`config.mk`:
```
export PLATFORM = sky130hd
export DESIGN_NAME = m_fetch
export DESIGN_NICKNAME = d
export VERILOG_FILES = /design/src/rtl/m_fetch.sv
export SDC_FILE = /design/constraint.sdc
export NUM_CORES = 1
export LEC_CHECK = 0
export CORE_ASPECT_RATIO = 1.2
export CORE_MARGIN = 2
export CORE_UTILIZATION = 53
export CTS_CLUSTER_SIZE = 8
export DETAILED_ROUTE_END_ITERATION = 7
export PLACE_DENSITY = 0.89
export SLEW_MARGIN = 20
export SYNTH_ARGS = -nofsm -noshare
export SYNTH_HDL_FRONTEND = slang
export SYNTH_SLANG_ARGS = --single-unit
```
`constraint.sdc`:
```
create_clock -name clk -period 6.6 [get_ports clk]
set_clock_uncertainty 0.2 [all_clocks]
set_input_delay 1.32 -clock clk [delete_from_list [all_inputs] [get_ports clk]]
set_output_delay 1.32 -clock clk [all_outputs]
set_load 0.05 [all_outputs]
```
`src/rtl/m_fetch.sv`:
```
// m_fetch -- instruction-fetch stage of the multi-cycle RISC-V core.
//
// Owns the program counter, issues one word read at a time to instruction
// memory, holds the returned instruction (and its PC) stable for m_decode
// until consumed, then advances sequentially or to a redirect target.
//
// Handshakes (all sampled on the rising edge of clk):
//   imem_req/imem_ready   : request is accepted in the cycle both are high;
//                           imem_addr is held stable while imem_req waits.
//   imem_rvalid           : response is accepted only while in WAIT; any
//                           rvalid seen in another state is dropped.
//   inst_valid/inst_ready : instruction is consumed in the cycle both are
//                           high; inst/inst_pc do not change while
//                           inst_valid is high and inst_ready is low.
//
// Parameters:
//   RESET_PC   PC loaded on reset (4-byte aligned)
//   NOP_INST   value of inst out of reset
//
// Ports:
//   clk, rst               clock, synchronous active-high reset
//   imem_req, imem_addr    read request and byte address (= PC)
//   imem_ready             memory accepts request
//   imem_rvalid, imem_rdata read response
//   inst, inst_pc          held instruction and its PC
//   inst_valid, inst_ready decode handshake
//   redirect, redirect_rel, redirect_value  control-flow change on consume
//   fetch_err              sticky misaligned-target error
//   inst_count             number of consumed instructions (wraps)
//   dbg_state              current FSM state (REQ=0, WAIT=1, HOLD=2, HALT=3)

module m_fetch #(
  parameter logic [31:0] RESET_PC = 32'h0000_0000,
  parameter logic [31:0] NOP_INST = 32'h0000_0013
) (
  input  logic        clk,
  input  logic        rst,
  output logic        imem_req,
  output logic [31:0] imem_addr,
  input  logic        imem_ready,
  input  logic        imem_rvalid,
  input  logic [31:0] imem_rdata,
  output logic [31:0] inst,
  output logic [31:0] inst_pc,
  output logic        inst_valid,
  input  logic        inst_ready,
  input  logic        redirect,
  input  logic        redirect_rel,
  input  logic [31:0] redirect_value,
  output logic        fetch_err,
  output logic [31:0] inst_count,
  output logic [1:0]  dbg_state
);

  typedef enum logic [1:0] {
    S_REQ  = 2'd0,
    S_WAIT = 2'd1,
    S_HOLD = 2'd2,
    S_HALT = 2'd3
  } state_e;

  state_e      state_q, state_d;
  logic [31:0] pc_q, pc_d;
  logic [31:0] inst_q, inst_d;
  logic [31:0] inst_pc_q, inst_pc_d;
  logic        inst_valid_q, inst_valid_d;
  logic        fetch_err_q, fetch_err_d;
  logic [31:0] inst_count_q, inst_count_d;

  logic        handshake;
  logic [31:0] seq_pc;
  logic [31:0] rel_pc;
  logic [31:0] abs_pc;
  logic [31:0] next_pc;

  // Relative targets are taken from the held inst_pc; in HOLD it equals pc_q.
  assign handshake = (state_q == S_HOLD) && inst_valid_q && inst_ready;
  assign seq_pc    = pc_q + 32'd4;
  assign rel_pc    = inst_pc_q + redirect_value;
  assign abs_pc    = redirect_value & ~32'h0000_0001;
  assign next_pc   = redirect ? (redirect_rel ? rel_pc : abs_pc) : seq_pc;

  always_comb begin
    state_d      = state_q;
    pc_d         = pc_q;
    inst_d       = inst_q;
    inst_pc_d    = inst_pc_q;
    inst_valid_d = inst_valid_q;
    fetch_err_d  = fetch_err_q;
    inst_count_d = inst_count_q;

    case (state_q)
      S_REQ: begin
        if (imem_ready) begin
          state_d = S_WAIT;
        end
      end
      S_WAIT: begin
        if (imem_rvalid) begin
          inst_d       = imem_rdata;
          inst_pc_d    = pc_q;
          inst_valid_d = 1'b1;
          state_d      = S_HOLD;
        end
      end
      S_HOLD: begin
        if (handshake) begin
          inst_count_d = inst_count_q + 32'd1;
          inst_valid_d = 1'b0;
          if (next_pc[1:0] != 2'b00) begin
            // PC keeps the last good value; only reset leaves HALT.
            fetch_err_d = 1'b1;
            state_d     = S_HALT;
          end else begin
            pc_d    = next_pc;
            state_d = S_REQ;
          end
        end
      end
      S_HALT: begin
        inst_valid_d = 1'b0;
      end
      default: begin
        state_d = S_HALT;
      end
    endcase
  end

  always_ff @(posedge clk) begin
    if (rst) begin
      state_q      <= S_REQ;
      pc_q         <= RESET_PC;
      inst_q       <= NOP_INST;
      inst_pc_q    <= RESET_PC;
      inst_valid_q <= 1'b0;
      fetch_err_q  <= 1'b0;
      inst_count_q <= 32'd0;
    end else begin
      state_q      <= state_d;
      pc_q         <= pc_d;
      inst_q       <= inst_d;
      inst_pc_q    <= inst_pc_d;
      inst_valid_q <= inst_valid_d;
      fetch_err_q  <= fetch_err_d;
      inst_count_q <= inst_count_d;
    end
  end

  // Request is gated by rst so nothing leaves the stage while in reset.
  assign imem_req   = (state_q == S_REQ) && !rst;
  assign imem_addr  = pc_q;
  assign inst       = inst_q;
  assign inst_pc    = inst_pc_q;
  assign inst_valid = inst_valid_q;
  assign fetch_err  = fetch_err_q;
  assign inst_count = inst_count_q;
  assign dbg_state  = state_q;

endmodule

```
## Word-level counts from Yosys, hierarchy flattened

Cells that the tools add are included.

| operators by class | value |
|---|---|
| equality and inequality tests | 6 |
| add/subtract/negate cells | 3 |
| reduce and logical (&&, ||, !) cells | 14 |
| muxes and demuxes | 10 |
| bitwise operators | 1 |

Operators with widths:

| kind | count |
|---|---|
| $mux W32 | 2 |
| $add A32 B1 Y32 const B | 1 |
| $add A32 B3 Y32 const B | 1 |
| $add A32 B32 Y32 | 1 |
| $reduce_and A3 Y1 | 3 |
| $mux W2 | 4 |
| $ne A2 B2 Y1 const B | 3 |
| $pmux W2 S3 | 1 |
| $reduce_bool A3 Y1 | 2 |
| $eq A2 B2 Y1 const B | 2 |
| $reduce_and A2 Y1 | 2 |
| $reduce_and A4 Y1 | 1 |
| $logic_and A1 B1 Y1 | 3 |
| $pmux W1 S3 | 1 |
| $eq A2 B1 Y1 const B | 1 |
| $logic_not A2 Y1 | 1 |
| $mux W1 | 2 |
| $reduce_bool A2 Y1 | 1 |
| $logic_not A1 Y1 | 1 |
| $not A1 Y1 | 1 |

| word-level totals | value |
|---|---|
| bits of input ports | 71 |
| flip-flop bits (word level) | 132 |
| logic and storage cells | 41 |
| output and inout bits | 133 |

## Longest topological paths before layout

Gate-level depths: netlist of run 1.

| logic depth | value |
|---|---|
| word-level depth | 7 |
| depth in mapped cells | 12 |
| mapped depth without buffers | 11 |

## Least setup slack after synthesis of run 1

No wires, ideal clock.

| path | value |
|---|---|
| path type | input port to output port |
| start | input rst |
| end | output imem_req |
| data arrival time | 2401 ps |
| path buffers | 2 |
| data required time | 5080 ps |
| setup slack | 2679 ps |
| stages on the path | 3 |
| cells stage by stage | clkbuf_1 > clkbuf_1 > nor2b_1 |

| between the ends | value |
|---|---|
| cells in the longest elaborated chain, start to end | 2 |

RTL lines:

| what | RTL line | text |
|---|---|---|
| start: declaration | 37 | `input logic rst,` |
| $logic_not A1 Y1 | 150 | `assign imem_req = (state_q == S_REQ) && !rst;` |
| $logic_and A1 B1 Y1 | 150 |  |
| end: declaration | 38 | `output logic imem_req,` |

Every way passes these cells.

## Final worst setup path of run 1

| path | value |
|---|---|
| start | input redirect_value[0] |
| end | register pc_q[28], in the netlist imem_addr[28] |

| between the ends | value |
|---|---|
| cells in the longest elaborated chain, start to end | 6 |

RTL lines:

| what | RTL line | text |
|---|---|---|
| start: declaration | 49 | `input logic [31:0] redirect_value,` |
| $add A32 B32 Y32 (*) | 79 | `assign rel_pc = inst_pc_q + redirect_value;` |
| $mux W32 (*) (2 in series) | 81 | `assign next_pc = redirect ? (redirect_rel ? rel_pc : abs_pc) : seq_pc;` |
| $reduce_bool A2 Y1 | 110 | `if (next_pc[1:0] != 2'b00) begin` |
| $not A1 Y1 (no line) | - |  |
| $reduce_and A3 Y1 (no line) | - |  |
| end signal: assignment | 140 | `pc_q <= pc_d;` |
| end: declaration | 63 | `logic [31:0] pc_q, pc_d;` |

Every way passes the cells marked *; elsewhere a longest branch is shown, timed or not.
A chain may end at the register's enable or synchronous reset.

==> report_table.html, run 1 <==
<table>
<tr><th>Metric</th><th>Value</th></tr>
<tr><th colspan="2">Status</th></tr>
<tr><td>Status</td><td>finished clean</td></tr>
<tr><th colspan="2">Clock network</th></tr>
<tr><td>Count of H-tree levels built during CTS</td><td>4</td></tr>
<tr><td>Count of clock tree sinks</td><td>between 100 and 150</td></tr>
<tr><td>Post-CTS setup buffer count</td><td>0</td></tr>
<tr><td>Clock root buffer</td><td>clkbuf_16</td></tr>
<tr><td>Count of instances resized after the clock tree is built</td><td>0</td></tr>
<tr><td>Number of hold buffers added after cts</td><td>0</td></tr>
<tr><td>Clock transition at the register clock pins on the worst setup and hold paths after CTS</td><td>around 0.06 ns</td></tr>
<tr><td>TritonCTS clock tree</td><td>built</td></tr>
<tr><td>Inserted Clock Buffers</td><td>17</td></tr>
<tr><td>CTS max path bufs</td><td>2</td></tr>
<tr><td>Clock network latency to the later pin of the worst-skew pair</td><td>0.42 ns</td></tr>
<tr><th colspan="2">Placement</th></tr>
<tr><td>Number of port buffers</td><td>~200</td></tr>
<tr><td>Dpl hpwl</td><td>roughly 17 mm</td></tr>
<tr><td>Global placement routability congestion</td><td>just over 0.9</td></tr>
<tr><th colspan="2">Timing</th></tr>
<tr><td>Final Setup Violations</td><td>0</td></tr>
<tr><td>Post-route minimum period</td><td>4.38 ns</td></tr>
<tr><td>Number of failing hold endpoints at the final stage</td><td>0</td></tr>
<tr><td>Final Cycle Share</td><td>0.663</td></tr>
<tr><td>RSZ-0062 raised after global routing</td><td>false</td></tr>
<tr><td>Number of slew-limit violations in the final report</td><td>0</td></tr>
<tr><td>Hold WS</td><td>roughly 0.25 ns</td></tr>
<tr><td>Worst rel slew slack</td><td>0.336</td></tr>
<tr><td>Maximum operating frequency</td><td>roughly 230 MHz</td></tr>
<tr><td>Summed negative setup slack over all endpoints</td><td>0 ns</td></tr>
<tr><td>Actual transition at the worst max-transition pin</td><td>0.996 ns</td></tr>
<tr><th colspan="2">Logic synthesis</th></tr>
<tr><td>Netlist area before placement</td><td>roughly 0.0076 mm²</td></tr>
<tr><td>Count of flip-flops with a built-in enable after synthesis</td><td>0</td></tr>
<tr><td>Number of distinct standard cells referenced by the synthesized netlist</td><td>66</td></tr>
<tr><td>Share of flip-flops with an asynchronous set or reset after synthesis</td><td>0</td></tr>
<tr><td>Count of mapped cells out of synthesis</td><td>a little over 1,000</td></tr>
<tr><td>Most instantiated flip-flop cell in the synthesis netlist</td><td>dfxtp_1</td></tr>
<tr><td>Synthesized area divided by synthesized cell count</td><td>around 7.5 µm²</td></tr>
<tr><td>Number of nets produced by synthesis</td><td>between 1,000 and 1,500</td></tr>
<tr><td>Synth warn</td><td>0</td></tr>
<tr><td>Share of synthesized area occupied by flip-flops and latches</td><td>0.347</td></tr>
<tr><td>Total of flip-flops plus latches after synthesis</td><td>132</td></tr>
<tr><th colspan="2">Routing</th></tr>
<tr><td>Post-Route WL</td><td>around 23 mm</td></tr>
<tr><td>ANT nets after route</td><td>0</td></tr>
<tr><td>Number of vias in the routed layout</td><td>between 8,000 and 9,000</td></tr>
<tr><td>Number of detailed-routing iterations run before antenna repair</td><td>8</td></tr>
<tr><td>Detail-routed via count per cell</td><td>roughly 5.9</td></tr>
<tr><td>WL/cell</td><td>about 17 µm</td></tr>
<tr><td>Initial DRC Count</td><td>512</td></tr>
<tr><td>Number of remaining DRC errors</td><td>0</td></tr>
<tr><th colspan="2">Floorplan</th></tr>
<tr><td>Die area</td><td>roughly 0.015 mm²</td></tr>
<tr><td>Starting density of the core</td><td>0.535</td></tr>
<tr><td>Die span in y</td><td>approximately 140 µm</td></tr>
<tr><td>FP Rows</td><td>48</td></tr>
<tr><td>Io pins</td><td>slightly above 200</td></tr>
<tr><td>Core Footprint</td><td>approximately 0.014 mm²</td></tr>
<tr><td>Die outline width</td><td>approximately 110 µm</td></tr>
<tr><th colspan="2">Setup path</th></tr>
<tr><td>Crit path to</td><td>imem_addr[28]$_SDFFE_PP0P_</td></tr>
<tr><td>Endpoint arrival time on the critical path</td><td>around 4.4 ns</td></tr>
<tr><td>Depth of the most critical reg-to-reg path</td><td>11</td></tr>
<tr><td>Critical Path RT</td><td>6.66 ns</td></tr>
<tr><td>Startpoint of the most critical register-to-register path</td><td>inst_pc[0]$_SDFFE_PP0P_</td></tr>
<tr><td>Worst reg2reg setup slack</td><td>approximately 3.2 ns</td></tr>
<tr><td>Critical setup path kind</td><td>input pin to flip-flop</td></tr>
<tr><td>Critical path peak fanout</td><td>4</td></tr>
<tr><td>Worst setup SP type</td><td>input pin</td></tr>
<tr><td>Crit end category</td><td>flip-flop</td></tr>
<tr><td>Launch point of the worst path</td><td>redirect_value[0]</td></tr>
<tr><td>End of the worst register-to-register path</td><td>imem_addr[28]$_SDFFE_PP0P_</td></tr>
<tr><th colspan="2">Pwr</th></tr>
<tr><td>Leak Pwr</td><td>3.85 nW</td></tr>
<tr><td>Power per standard cell area</td><td>around 210 mW/mm²</td></tr>
<tr><td>Largest vdd supply drop</td><td>191 µV</td></tr>
<tr><th colspan="2">Layout</th></tr>
<tr><td>Commonest cells after routing, fill and taps aside</td><td>clkdlybuf4s50_1, nand2_1, dfxtp_1</td></tr>
<tr><td>Fill count</td><td>1,140</td></tr>
<tr><td>Antenna cell count</td><td>0</td></tr>
<tr><td>Final design utilization</td><td>0.720</td></tr>
<tr><td>Layout overhead on the synthesized area</td><td>34.6%</td></tr>
<tr><td>Final net count</td><td>1,301</td></tr>
<tr><td>Most frequent standard cell in the layout excluding fill and tap cells</td><td>clkdlybuf4s50_1</td></tr>
<tr><td>Share of cells above drive strength 1</td><td>0.0465</td></tr>
<tr><th colspan="2">Global routing</th></tr>
<tr><td>First-pass GRT wire length</td><td>37.2 mm</td></tr>
<tr><td>Number of antenna violations at the first check in global routing</td><td>0</td></tr>
<tr><td>Via count of the first global-routing pass</td><td>just under 8,000</td></tr>
<tr><td>Remaining global-route overflow</td><td>0</td></tr>
<tr><td>All-layer global routing usage</td><td>0.298</td></tr>
<tr><td>Pin count of the biggest net entering global routing</td><td>~70</td></tr>
<tr><th colspan="2">Run</th></tr>
<tr><td>Maximum capacitance violations</td><td>0</td></tr>
<tr><th colspan="2">Hold path</th></tr>
<tr><td>Worst hold path type</td><td>flip-flop to flip-flop</td></tr>
</table>
## synth_stat cells (all sizes together) (5+ instances only)
library cell	count	share of area
o21a	5	0.0049
a21oi	132	0.087
clkbuf	42	0.021
nand4	8	0.0066
and2	8	0.0069
xor2	28	0.032
nor2b	9	0.0074
or3	7	0.0058
mux2i	18	0.024
inv	19	0.0094
buf	11	0.0061
and3	26	0.021
dfxtp	132	0.35
a31oi	15	0.012
nand3	43	0.030
a22oi	5	0.0049
ha	38	0.062
o21ai	54	0.035
nor2	93	0.047
nor3	22	0.014
nand2	193	0.095
a21o	11	0.011
a211oi	13	0.013
xnor2	23	0.026
o211ai	12	0.012
## cells by family after synthesis
| family | synth area share |
|---|---|
| flops | 0.347 |
| fa+ha+maj | 0.0651 |
| mux | 0.0266 |
| simple gates | 0.251 |
| compound gates | 0.215 |
| buf+inv | 0.0368 |
| xor+xnor | 0.0587 |
## layout make-up
cell class	instances	area (µm²)	share of cell area
clock buffer	19	443	0.0432
inverter	20	75.1	0.00732
clock inverter	13	125	0.0122
multi-input combinational	813	4700	0.458
timing repair buffer	207	2050	0.200
sequential	132	2640	0.258
tap	175	219	0.0214
## layer usage
metal | share of wire | up-vias | track usage | routed length, µm
met5 | 0 | - | 0 | 0
met4 | 0.036 | 0 | 0.145 | 844
met3 | 0.072 | 76 | 0.0828 | 1700
met2 | 0.50 | 318 | 0.528 | 11800
met1 | 0.39 | 3830 | 0.327 | 9110
li1 | - | 3928 | - | -
## worst max-delay path: stages
cell and delay [ns]:
clkdlybuf4s50_1 0.42, ha_1 0.23, fa_1 0.44, a21o_1 0.23, a21boi_1 0.27, o41a_1 0.26, a21oi_2 0.12, a21oi_1 0.38
nor3_1 0.11, or3_1 0.36, a21oi_1 0.18, o41ai_1 0.11
## per-stage QoR
step	instances	power [mW]	worst slack, ns	cell area, µm²
floorplan	1018	1.09	2.68	7610
global placement	1347	1.22	1.94	9680
detailed placement	1347	1.23	1.89	9680
CTS	1379	2.14	2.28	10300
global route	1379	2.20	1.96	10300
finish	1379	2.13	2.22	10300
## worst min-delay path by stage
| stage | from | endpoint | slack [ns] | cells past startpoint |
|---|---|---|---|---|
| 2_1_floorplan | inst[10]$_SDFFE_PP0P_ | inst[10]$_SDFFE_PP0P_ | 0.48 | 2 |
| 3_3_place_gp | inst[16]$_SDFFE_PP0P_ | inst[16]$_SDFFE_PP0P_ | 0.24 | 2 |
| 3_5_place_dp | inst[28]$_SDFFE_PP0P_ | inst[28]$_SDFFE_PP0P_ | 0.25 | 2 |
| 4_1_cts | inst[28]$_SDFFE_PP0P_ | inst[28]$_SDFFE_PP0P_ | 0.25 | 2 |
| 5_1_grt | inst[19]$_SDFFE_PP0P_ | inst[19]$_SDFFE_PP0P_ | 0.28 | 2 |
| 6_report | inst[22]$_SDFFE_PP0P_ | inst[22]$_SDFFE_PP0P_ | 0.25 | 2 |
## state kept, by name, indices dropped and copies added (netlist names)
name,count
inst,32
imem_addr,32
inst_valid,1
fetch_err,1
inst_count,32
inst_pc,32
dbg_state,2
## where the power goes
part	internal (mW)	switching, mW	total [mW]	leakage, nW
logic	0.135	0.244	0.379	2.51
registers	0.821	0.0157	0.836	1.07
clock network	0.534	0.386	0.920	0.275
No activity file was read; power rests on OpenSTA's default activity.
==> run 2: changes to the inputs <==
- CORE_UTILIZATION: 53 -> 49
- PLACE_DENSITY: 0.89 -> 0.84
- clock period: 6.6 -> 4.3 ns (I/O delays scaled with it)
==> run 2 against run 1 <==
Effect of this change: via count shrank 0.91%; worst hold slack gained 0.0019 ns; worst setup slack lost 1.5 ns; clock power grew 54%; flip-flop and latch count is the same; final area grew 1.2%; routed wire length shrank 0.77%; register-to-register slack lost 2.1 ns; critical path type unchanged; largest cell class unchanged; largest power group unchanged; highest routed layer unchanged.
==> report_table.html, run 2 (synthesized netlist as in run 1, its figures left out) <==
<table>
<tr><th>Metric</th><th>Value</th></tr>
<tr><th colspan="2">Status</th></tr>
<tr><td>Status</td><td>finished clean (unchanged)</td></tr>
<tr><th colspan="2">Clock network</th></tr>
<tr><td>Clock root buffer</td><td>clkbuf_16 (unchanged)</td></tr>
<tr><td>Clock network latency to the later pin of the worst-skew pair</td><td>0.43 ns (was 0.42 ns)</td></tr>
<tr><td>Post-CTS setup buffer count</td><td>0 (unchanged)</td></tr>
<tr><td>TritonCTS clock tree</td><td>built (unchanged)</td></tr>
<tr><td>Count of clock tree sinks</td><td>132 (unchanged)</td></tr>
<tr><td>Clock transition at the register clock pins on the worst setup and hold paths after CTS</td><td>0.06 ns (about the same)</td></tr>
<tr><td>Number of hold buffers added after cts</td><td>0 (unchanged)</td></tr>
<tr><td>CTS max path bufs</td><td>2 (unchanged)</td></tr>
<tr><td>Inserted Clock Buffers</td><td>17 (unchanged)</td></tr>
<tr><td>Count of H-tree levels built during CTS</td><td>4 (unchanged)</td></tr>
<tr><td>Count of instances resized after the clock tree is built</td><td>0 (unchanged)</td></tr>
<tr><th colspan="2">Pwr</th></tr>
<tr><td>Share of power burned in the clock network</td><td>0.432 (was 0.431)</td></tr>
<tr><td>Final total power</td><td>3.29 mW (was 2.13 mW)</td></tr>
<tr><td>Switching share of total power</td><td>0.307 (was 0.302)</td></tr>
<tr><td>Portion of total power attributed to sequential cells</td><td>0.389 (was 0.392)</td></tr>
<tr><td>Largest vdd supply drop</td><td>245 µV (was 191 µV)</td></tr>
<tr><td>Leak Pwr</td><td>3.90 nW (was 3.85 nW)</td></tr>
<tr><td>NetSw</td><td>1.01 mW (was 0.645 mW)</td></tr>
<tr><td>Power per standard cell area</td><td>317 mW/mm² (was 208 mW/mm²)</td></tr>
<tr><td>Combinational power share</td><td>0.178 (was 0.177)</td></tr>
<tr><td>Internal</td><td>2.28 mW (was 1.49 mW)</td></tr>
<tr><th colspan="2">Floorplan</th></tr>
<tr><td>FP Rows</td><td>49 (was 48)</td></tr>
<tr><td>Die area</td><td>0.0166 mm² (was 0.0153 mm²)</td></tr>
<tr><td>Die outline width</td><td>118 µm (was 113 µm)</td></tr>
<tr><td>Die span in y</td><td>141 µm (was 135 µm)</td></tr>
<tr><td>Io pins</td><td>204 (unchanged)</td></tr>
<tr><td>Starting density of the core</td><td>0.505 (was 0.535)</td></tr>
<tr><td>Core Footprint</td><td>0.0151 mm² (was 0.0142 mm²)</td></tr>
<tr><th colspan="2">Global routing</th></tr>
<tr><td>All-layer global routing usage</td><td>0.279 (was 0.298)</td></tr>
<tr><td>First-pass GRT wire length</td><td>38.0 mm (was 37.2 mm)</td></tr>
<tr><td>Via count of the first global-routing pass</td><td>7,789 (was 7,828)</td></tr>
<tr><td>Remaining global-route overflow</td><td>0 (unchanged)</td></tr>
<tr><td>Number of antenna violations at the first check in global routing</td><td>0 (unchanged)</td></tr>
<tr><td>Pin count of the biggest net entering global routing</td><td>68 (was 71)</td></tr>
<tr><th colspan="2">Placement</th></tr>
<tr><td>Global placement routability congestion</td><td>0.964 (was 0.930)</td></tr>
<tr><td>Dpl hpwl</td><td>16.6 mm (about the same)</td></tr>
<tr><td>Number of port buffers</td><td>203 (unchanged)</td></tr>
<tr><td>Pre-CTS setup slack</td><td>0.245 ns (was 1.89 ns)</td></tr>
<tr><td>Total cell area at the placement stage</td><td>0.00981 mm² (was 0.00968 mm²)</td></tr>
<tr><th colspan="2">Timing</th></tr>
<tr><td>Actual transition at the worst max-transition pin</td><td>0.739 ns (was 0.996 ns)</td></tr>
<tr><td>Post-route minimum period</td><td>about 3.6 ns</td></tr>
<tr><td>Maximum operating frequency</td><td>around 280 MHz</td></tr>
<tr><td>Number of failing hold endpoints at the final stage</td><td>0 (unchanged)</td></tr>
<tr><td>Slack of the critical path</td><td>0.677 ns (was 2.22 ns)</td></tr>
<tr><td>Worst rel slew slack</td><td>0.507 (was 0.336)</td></tr>
<tr><td>Summed negative setup slack over all endpoints</td><td>0 ns (unchanged)</td></tr>
<tr><td>RSZ-0062 raised after global routing</td><td>false (unchanged)</td></tr>
<tr><td>Final Cycle Share</td><td>0.843</td></tr>
<tr><td>Number of slew-limit violations in the final report</td><td>0 (unchanged)</td></tr>
<tr><td>Final Setup Violations</td><td>0 (unchanged)</td></tr>
<tr><th colspan="2">Routing</th></tr>
<tr><td>Number of detailed-routing iterations run before antenna repair</td><td>5 (was 8)</td></tr>
<tr><td>Number of vias in the routed layout</td><td>8,078 (was 8,152)</td></tr>
<tr><td>ANT nets after route</td><td>0 (unchanged)</td></tr>
<tr><td>Initial DRC Count</td><td>633 (was 512)</td></tr>
<tr><td>WL/cell</td><td>16.4 µm (was 17.0 µm)</td></tr>
<tr><td>Post-Route WL</td><td>23.3 mm (was 23.4 mm)</td></tr>
<tr><td>Detail-routed via count per cell</td><td>5.70 (was 5.91)</td></tr>
<tr><td>Number of remaining DRC errors</td><td>0 (unchanged)</td></tr>
<tr><th colspan="2">Layout</th></tr>
<tr><td>Most frequent standard cell in the layout excluding fill and tap cells</td><td>clkdlybuf4s50_1 (unchanged)</td></tr>
<tr><td>Layout Cell Area excl Fill</td><td>0.0104 mm² (was 0.0103 mm²)</td></tr>
<tr><td>Area taken by multi-input logic gates</td><td>0.00470 mm² (unchanged)</td></tr>
<tr><td>Fill count</td><td>1,287 (was 1,140)</td></tr>
<tr><td>Share of cells above drive strength 1</td><td>0.0544 (was 0.0465)</td></tr>
<tr><td>Layout overhead on the synthesized area</td><td>36.3% (was 34.6%)</td></tr>
<tr><td>Final net count</td><td>1,311 (was 1,301)</td></tr>
<tr><td>Commonest cells after routing, fill and taps aside</td><td>clkdlybuf4s50_1, nand2_1, dfxtp_1 (unchanged)</td></tr>
<tr><td>Storage element area</td><td>0.00264 mm² (unchanged)</td></tr>
<tr><td>Antenna cell count</td><td>0 (unchanged)</td></tr>
<tr><th colspan="2">Setup path</th></tr>
<tr><td>Critical path peak fanout</td><td>4 (unchanged)</td></tr>
<tr><td>Ordered list of cells on the worst path</td><td>clkdlybuf4s50_1 -&gt; ha_1 -&gt; fa_1 -&gt; a21o_1 -&gt; a21boi_1 -&gt; o41a_1 -&gt; a21oi_2 -&gt; a21oi_1 -&gt; nor3_1 -&gt; or3_1 -&gt; a21oi_1 -&gt; o41ai_1 (unchanged)</td></tr>
<tr><td>Most repeated library cell on the critical path</td><td>a21oi_1 (unchanged)</td></tr>
<tr><td>Crit end category</td><td>flip-flop (unchanged)</td></tr>
<tr><td>Critical Path RT</td><td>4.39 ns (was 6.66 ns)</td></tr>
<tr><td>Endpoint arrival time on the critical path</td><td>3.71 ns (was 4.44 ns)</td></tr>
<tr><td>Critical setup path kind</td><td>input pin to flip-flop (unchanged)</td></tr>
<tr><td>Crit path max-delay cell type</td><td>fa_1 (unchanged)</td></tr>
<tr><td>Worst setup SP type</td><td>input pin (unchanged)</td></tr>
<tr><td>Largest stage delay on the critical path</td><td>0.42 ns (was 0.44 ns)</td></tr>
<tr><th colspan="2">Run</th></tr>
<tr><td>Maximum capacitance violations</td><td>0 (unchanged)</td></tr>
<tr><th colspan="2">Hold path</th></tr>
<tr><td>Worst hold path type</td><td>flip-flop to flip-flop (unchanged)</td></tr>
</table>
-- run 2: power groups by stage --
stage,registers [mW],clock network [mW],logic [mW]
final,1.28,1.42,0.588
after global routing,1.29,1.50,0.635
after CTS,1.28,1.44,0.588
after detailed placement,1.31,0,0.585
after global placement,1.31,0,0.580
after floorplan,1.43,0,0.241
-- run 2: area by class of cell --
class | instances | area share
clock buffer | 18 | 0.0414
tap | 204 | 0.0246
timing repair buffer | 217 | 0.206
inverter | 20 | 0.00723
clock inverter | 14 | 0.0135
sequential | 132 | 0.255
multi-input combinational | 813 | 0.453
-- run 2: path summary, 6_finish.rpt --
kind	to	slack, ns	startpoint	cells after the start
setup / recovery	imem_addr[28]$_SDFFE_PP0P_	0.68	redirect_value[0]	12
hold / removal	inst[31]$_SDFFE_PP0P_	0.25	inst[31]$_SDFFE_PP0P_	2
setup reg to reg	imem_addr[30]$_SDFFE_PP0P_	1.08	imem_addr[2]$_SDFFE_PP0P_	10
hold reg to reg	inst[31]$_SDFFE_PP0P_	0.25	inst[31]$_SDFFE_PP0P_	2
-- run 2: metal layers --
| metal | part of all wire | vias up | track usage |
|---|---|---|---|
| met1 | 0.40 | 3726 | 0.318 |
| met4 | 0.033 | 0 | 0.131 |
| met2 | 0.49 | 334 | 0.487 |
| met3 | 0.077 | 69 | 0.0741 |
| li1 | - | 3949 | - |
| met5 | 0 | - | 0 |
-- run 2: per-stage QoR --
stage	utilization	hold WS, ns	cells
after CTS	0.688	0.254	1418
after detailed placement	0.650	0.245	1386
final	0.688	0.253	1418
after floorplan	-	0.475	1018
after global routing	0.688	0.270	1418
after global placement	0.650	0.241	1386
-- run 2: critical path, delay by kind of cell --
family                     cells  cell delay [ns]
AOI/OAI and AO/OA              7             1.35
adders and majority gates      2             0.64
and+or+nand+nor                2             0.45
buffers and inverters          1             0.41
==> patch: new RTL, config.mk and constraints of run 2 <==
Reset style: asynchronous (`rst`), changed in one clocked block. Comments in the files are not updated.
--- a/src/rtl/m_fetch.sv
+++ b/src/rtl/m_fetch.sv
@@ -127,5 +127,5 @@
   end
 
-  always_ff @(posedge clk) begin
+  always_ff @(posedge clk or posedge rst) begin
     if (rst) begin
       state_q      <= S_REQ;
Check against the original RTL: differs if rst is asserted again (counterexample within 4 cycles, from zero or initial values and one cycle with rst high); with rst held inactive, the same outputs for 10 cycles.
==> patch against run 2 <==
Sequential cell count stayed put; worst setup slack better by 28 ps; area after synthesis is 5.1% higher; routed wire length is 3.9% lower; die area is 4.9% higher; cell area is 5.7% higher; critical path type unchanged.
Power is not compared: it rests on default switching activity, and its combinational part moved more than twofold at a synthesized area within 25%.
==> patch: results (changes against run 2) <==
Outcome
  • Status: finished, final reports clean

Routing
  • Iteration-0 DRC Markers: 483 (-24%)
  • Detailed-route wire length per cell: 18.0 um (+9.6%)
  • Drt pass-1 iters: 5 (unchanged)
  • Vias post-DR: 7234 (-10%)

Clocking
  • Setup Fix Bufs, Post-CTS: 0 (unchanged)
  • CTS buffer count: 17 (unchanged)
  • Clock H-tree levels: 4 (unchanged)
  • Clock latency on the worst-skew pair: 420 ps
  • CTS root buf: clkbuf_16
  • Clock transition at path regs: 60 ps (about the same)
  • Clock buffer depth: 2 (unchanged)
  • Post_cts resized: 0 (unchanged)

Critical path
  • Critical path fanouts, max: 3 (-1)
  • Largest stage delay on the critical path: 410 ps
  • R2R Setup Slk: 1130 ps (+50 ps)
  • R2R cell count: 11 (+1)
  • RR Startpoint: inst_pc[0]$_DFFE_PP0P_
  • Slowest cell on the critical path: fa_1
  • Worst setup path end: imem_addr[28]$_DFFE_PP0P_
  • Crit path launch: redirect_value[0]
  • Arr. time, crit path: 3740 ps (+30 ps)

GRT
  • First-pass GRT wire length: 35300 um (-7.2%)
  • Largest net degree at the start of global routing: 61 (-10%)
  • Vias in the first global route: 7101 (-8.8%)
  • Total GRT Usage: 0.257 (-0.0218)
  • Initial antenna violation count: 1 (+1)

Yosys
  • Synth unique cells: 78 (+18%)
  • Top cells by area, synth: dfrtp_1, mux2_2, ha_1
  • Async SR Flop Fraction: 1.00 (+1.00)
  • Count leader, synth: dfrtp_1
  • Synth Flop Type: dfrtp_1
  • Most instantiated cells after synthesis: dfrtp_1, nand2_1, mux2_2
  • Synth Cell Area: 0.00800 mm2 (+5.1%)
  • Net count after synthesis: 924 (-18%)
  • Warnings from Yosys: 0 (unchanged)
  • Sequential share of the synthesized area: 0.413 (+0.0663)

Finish
  • NumNets Final: 1128 (-14%)
  • Layout cell share with drive strength beyond 1: 0.145 (+0.0902)
  • Ant diodes: 0 (unchanged)

Place
  • GPL Wtd Cong: 0.939 (-2.5%)
  • Number of port buffers: 203 (unchanged)
  • DP Wirelength: 16500 um (-0.35%)

Power and ir drop
  • Static leakage: 4.75 nW
  • Internal power: 4.47 mW
  • Worst VDD drop: 0.506 mV

Timing
  • Setup violators final: 0 (unchanged)
  • Slew margin rel.: 0.368 (-0.139)

Worst hold path
  • Hold WC Path Type: reg -> reg
## patch: cell count changes after synthesis, sizes merged, moves of 13 or more
cell,run 2,this run
xnor2,23,36
dfrtp,0,129
nor2,93,59
a21oi,132,54
nand2,193,69
mux2,2,66
clkbuf,42,26
dfxtp,132,0
## patch: cell type report
type                       count  area [um2]
clock buffer                  21         470
multi-input combinational    630        4470
tap                          212         265
inverter                      20        78.8
sequential                   132        3310
clock inverter                11         200
timing repair buffer         217        2170
fill                        1284        5120
## patch: power groups by stage
| stage | Clock, mW | Combinational, mW | Sequential [mW] |
|---|---|---|---|
| 3_5_place_dp | 0 | 4.50 | 2.14 |
| 6_report | 1.64 | 4.53 | 2.13 |
| 3_3_place_gp | 0 | 4.45 | 2.12 |
| 5_1_grt | 1.72 | 4.79 | 2.19 |
| 2_1_floorplan | 0 | 1.69 | 3.53 |
| 4_1_cts | 1.66 | 4.53 | 2.12 |
## patch: worst max-delay path: cells and delay by family
kind,cells,cell delay [ps]
compound gates,7,1430
fa+ha+maj,2,630
buf+inv,1,400
mux,1,340
simple gates,1,70
## patch: how the worst min path moves through the flow
stage,from,to,slack (ps),depth (start not counted)
after global placement,fetch_err$_DFFE_PP0P_,fetch_err$_DFFE_PP0P_,250,1
after CTS,fetch_err$_DFFE_PP0P_,fetch_err$_DFFE_PP0P_,260,1
final,fetch_err$_DFFE_PP0P_,fetch_err$_DFFE_PP0P_,260,1
after detailed placement,fetch_err$_DFFE_PP0P_,fetch_err$_DFFE_PP0P_,250,1
after floorplan,inst[0]$_DFFE_PP1P_,inst[0]$_DFFE_PP1P_,530,1
after global routing,fetch_err$_DFFE_PP0P_,fetch_err$_DFFE_PP0P_,300,1
## patch: kinds of logic after synthesis
kind of cell,synth area share
buffers and inverters,0.0282
flip-flops,0.413
AO/OA/AOI/OAI,0.180
XOR/XNOR,0.0591
AND/OR/NAND/NOR,0.157
multiplexers,0.100
adder cells (fa/ha/maj),0.0619
## patch: through the flow
| step | setup slack (ps) | cells | utilization | hold WS (ps) | cell area, um2 |
|---|---|---|---|---|---|
| after floorplan | 830 | 814 | - | 529 | 8000 |
| after global placement | 318 | 1211 | 0.640 | 245 | 10300 |
| after detailed placement | 287 | 1211 | 0.640 | 247 | 10300 |
| after CTS | 717 | 1243 | 0.682 | 263 | 11000 |
| after global routing | 573 | 1243 | 0.682 | 303 | 11000 |
| final | 704 | 1243 | 0.682 | 257 | 11000 |
## patch: per-layer routing
metal,part of all wire,track usage
met5,0,0
met2,0.50,0.447
met1,0.38,0.287
met4,0.038,0.130
met3,0.083,0.0781
